[src/rtl/bcd_pkg.sv]
// Shared constants, state encoding and helpers for the binary-to-BCD converter.
package bcd_pkg;

    localparam int DIGIT_W = 4;

    localparam logic [3:0] ADJ_THRESH = 4'd5;
    localparam logic [3:0] ADJ_ADD    = 4'd3;

    typedef logic [1:0] state_t;

    localparam state_t IDLE  = 2'd0;
    localparam state_t SHIFT = 2'd1;
    localparam state_t DONE  = 2'd2;

    function automatic int unsigned pow10(input int unsigned n);
        int unsigned r;
        r = 1;
        for (int unsigned i = 0; i < n; i++) begin
            r = r * 10;
        end
        return r;
    endfunction

endpackage

[src/rtl/bcd_digit_adj.sv]
// Double-dabble digit correction: add 3 to a BCD digit holding 5..9.
module bcd_digit_adj
    import bcd_pkg::*;
(
    input  logic [3:0] d,
    output logic [3:0] q
);

    always_comb begin
        q = d;
        if (d >= ADJ_THRESH) begin
            q = d + ADJ_ADD;
        end
    end

endmodule

[src/rtl/bin_to_bcd_seq.sv]
// Sequential double-dabble binary-to-packed-BCD converter with start/busy/done.
// Define BCD_SATURATE_EN to clamp out-of-range inputs to all nines.
module bin_to_bcd_seq
    import bcd_pkg::*;
#(
    parameter int BIN_W  = 14,
    parameter int DIGITS = 4
) (
    input  logic                    MAX10_CLK1_50,
    input  logic                    rst_n,
    input  logic                    start,
    input  logic [BIN_W-1:0]        bin_in,
    output logic                    busy,
    output logic                    done,
    output logic [DIGIT_W*DIGITS-1:0] bcd_out,
    output logic                    overflow
);

    localparam int BCD_W = DIGIT_W * DIGITS;
    localparam int CNT_W = $clog2(BIN_W + 1);
    localparam int unsigned LIMIT = pow10(DIGITS);
    localparam logic [CNT_W-1:0] LAST = CNT_W'(BIN_W - 1);

    state_t             state;
    logic [BIN_W-1:0]   shreg;
    logic [BCD_W-1:0]   dig;
    logic [BCD_W-1:0]   dig_adj;
    logic [CNT_W-1:0]   cnt;
    logic               ovf_pend;
    logic               load;
    logic               over_in;
    logic [BCD_W+BIN_W-1:0] cat;
    logic [BCD_W-1:0]   result;

    for (genvar g = 0; g < DIGITS; g++) begin : g_adj
        bcd_digit_adj u_adj (
            .d (dig[g*DIGIT_W +: DIGIT_W]),
            .q (dig_adj[g*DIGIT_W +: DIGIT_W])
        );
    end

    // Carry out of the top digit falls off here, giving bin_in mod 10**DIGITS.
    assign cat = {dig_adj, shreg} << 1;

    assign busy    = (state == SHIFT);
    assign done    = (state == DONE);
    assign load    = start && (state == IDLE || state == DONE);
    assign over_in = 32'(bin_in) >= LIMIT;

`ifdef BCD_SATURATE_EN
    assign result = ovf_pend ? {DIGITS{4'h9}} : cat[BCD_W+BIN_W-1:BIN_W];
`else
    assign result = cat[BCD_W+BIN_W-1:BIN_W];
`endif

    always_ff @(posedge MAX10_CLK1_50 or negedge rst_n) begin
        if (!rst_n) begin
            state    <= IDLE;
            shreg    <= '0;
            dig      <= '0;
            cnt      <= '0;
            ovf_pend <= 1'b0;
            bcd_out  <= '0;
            overflow <= 1'b0;
        end else if (load) begin
            state    <= SHIFT;
            shreg    <= bin_in;
            dig      <= '0;
            cnt      <= '0;
            ovf_pend <= over_in;
        end else begin
            unique case (state)
                SHIFT: begin
                    shreg <= cat[BIN_W-1:0];
                    dig   <= cat[BCD_W+BIN_W-1:BIN_W];
                    cnt   <= cnt + 1'b1;
                    // Publish on the final shift so data is valid alongside done.
                    if (cnt == LAST) begin
                        state    <= DONE;
                        bcd_out  <= result;
                        overflow <= ovf_pend;
                    end
                end
                DONE:    state <= IDLE;
                IDLE:    state <= IDLE;
                default: state <= IDLE;
            endcase
        end
    end

endmodule

[config.mk]
export PLATFORM = sky130hd
export DESIGN_NAME = bin_to_bcd_seq
export DESIGN_NICKNAME = d
export VERILOG_FILES = /design/src/rtl/bcd_pkg.sv /design/src/rtl/bcd_digit_adj.sv /design/src/rtl/bin_to_bcd_seq.sv
export SDC_FILE = /design/constraint.sdc
export NUM_CORES = 1
export LEC_CHECK = 0
export CAP_MARGIN = 20
export CORE_MARGIN = 4
export CORE_UTILIZATION = 46
export CTS_CLUSTER_DIAMETER = 150
export DETAILED_ROUTE_END_ITERATION = 8
export PLACE_DENSITY = 0.77
export SETUP_SLACK_MARGIN = 0.02
export SYNTH_ARGS = -nofsm -noshare
export SYNTH_HDL_FRONTEND = slang
export SYNTH_HIERARCHICAL = 1
export SYNTH_SLANG_ARGS = --single-unit
export TNS_END_PERCENT = 20
[constraint.sdc]
create_clock -name MAX10_CLK1_50 -period 4.63 [get_ports MAX10_CLK1_50]
set_input_delay 1.1575 -clock MAX10_CLK1_50 [delete_from_list [all_inputs] [get_ports MAX10_CLK1_50]]
set_output_delay 1.1575 -clock MAX10_CLK1_50 [all_outputs]
set_load 0.05 [all_outputs]
==> results.cfg <==
[detailed_routing]
initialDrtViolationCount = 86
drc = 0
drtAntennaViolNets = 0
vias = 1711
wl_per_cell_microns = 14.1
viasPerCell = 5.12
wl_mm = 4.70
dr.pass1.iters = 4

[worst_setup_path]
cp.depth = 2
rrSetupSlack_ns = 2.85
critPathKind = flop to output port
worstPathRequired_ns = 3.47
cp.arrival_ns = 1.74
cp_max_fo = 4
reg2regPathDepth = 6
worstSetupStartpointType = flop
slowest_delay_ns = 0.83
crit_chain = nor2b_1 > clkdlybuf4s50_1
worstSetupEndpointType = output port
crit_buf_inv = 1
crit_path_top_delay_cell = clkdlybuf4s50_1
critPathTopFamily = buffers and inverters

[sta]
final_hold_viol_count = 0
period_share = 0.626
slew_headroom = 0.541
skew_ns = 0.00428
tns_ns = 0
worst_slew_pin_slew_ns = 0.688
rsz0062_at_grt = false
setup_viol = 0
fmax_ghz = 0.345
final-max-slew-violation-count = 0
finalWorstPathRequiredPeriod_ns = 2.90

[pwr]
power_leakage_nw = 1.42
power_density_nw_per_um2 = 704
peakVddDrop_uv = 352

[grt]
grt_pass1_wl_mm = 8.14
grt_use_total = 0.141
grt_start_max_net_pins = 46
overflow = 0
grt_pass1_vias = 1750
antenna_found_initial = 0

[floorplan]
start_util = 0.475
die_w_microns = 83.7
ios = 36
die_y_microns = 83.7
coreArea_sq_um = 5540
rows = 27
fp.dieArea_sq_um = 7000

[synth]
yosys_warnings = 6
synth_nets = 253
syn_inst = 226
avgSynthCellArea_sq_um = 11.7
synth.cell_area_sq_um = 2630

[min_path]
hold_path.class = flop to flop
holdPathStages = 2

[clock_tree]
clockBufferDepth = 2
worstSkewPairLatency_ns = 0.30
clk_pin_slew_ns = 0.09
numCtsBuffers = 5
cts_resized = 0
root_buffer = clkbuf_8
htree_num_levels = 2
post_cts_buffers = 0
postCtsHoldBufs = 0
cts_tree = done
cts.sinks = 54

[final_layout]
fill_cells = 491
syn_to_final_growth_pct = 17.4
antenna-diode-count = 0
final_common_cell = dfrtp_1
nets = 289
final_core_util = 0.558
final_layout_size_suffix_gt1_frac = 0.134
final_cell_mix = 54 x dfrtp_1, 34 x nand2_1, 34 x clkdlybuf4s50_1

[place]
place_hpwl_mm = 3.27
place_congestion = 0.791
io_buffers = 35

[status]
status = complete, no violations

[run]
drv_cap = 0
registers in the layout, indices dropped and copies added, names as in the netlist:
signal and flops:
ovf_pend 1, shreg 14, cnt 4, bcd_out 16, state 2, dig 16, overflow 1
layout make-up:
cell class	count	area (sq um)	share of cell area
flip-flops and latches	54	1350	0.437
repair buffers	39	375	0.121
clock buffers	7	76.3	0.0247
well taps	72	90.1	0.0291
multi-input cells	152	1160	0.376
inverters	10	37.5	0.0121
tightest hold or removal path: stages (launching register included):
cell and delay [ns]:
dfrtp_1 0.35, nand2_1 0.05, o21ai_0 0.06
where the power goes:
part	switching [mW]	internal (mW)	total, mW
clock	0.138	0.104	0.243
sequential	0.154	0.659	0.813
combinational	0.630	0.491	1.12
metrics by stage:
stage / worst slack [ns] / cell area (sq um) / hold slack, ns / power, mW / std cells
global route: 1.64 / 3090 / 0.531 / 2.33 / 334
global placement: 2.05 / 3020 / 0.457 / 1.90 / 327
finish: 1.73 / 3090 / 0.495 / 2.18 / 334
CTS: 1.70 / 3090 / 0.495 / 2.19 / 334
floorplan: 2.37 / 2630 / 0.444 / 1.66 / 226
detailed placement: 2.06 / 3020 / 0.477 / 1.95 / 327
path summary, 6_finish.rpt:
check / from / to
worst max-delay path: state[1] / done
worst min-delay path: shreg[6] / shreg[7]
worst max register to register: cnt[1] / overflow
worst min register to register: shreg[6] / shreg[7]
max in group asynchronous: rst_n / overflow
min in group asynchronous: rst_n / bcd_out[2]
routing by layer:
layer | GRT usage | routed length (microns) | vias to the layer above
li1 | - | - | 851
met1 | 0.189 | 2240 | 815
met2 | 0.229 | 2200 | 37
met3 | 0.0306 | 212 | 8
met4 | 0.0395 | 49 | 0
met5 | 0 | 0 | -
(Power assumes the default switching activity.)
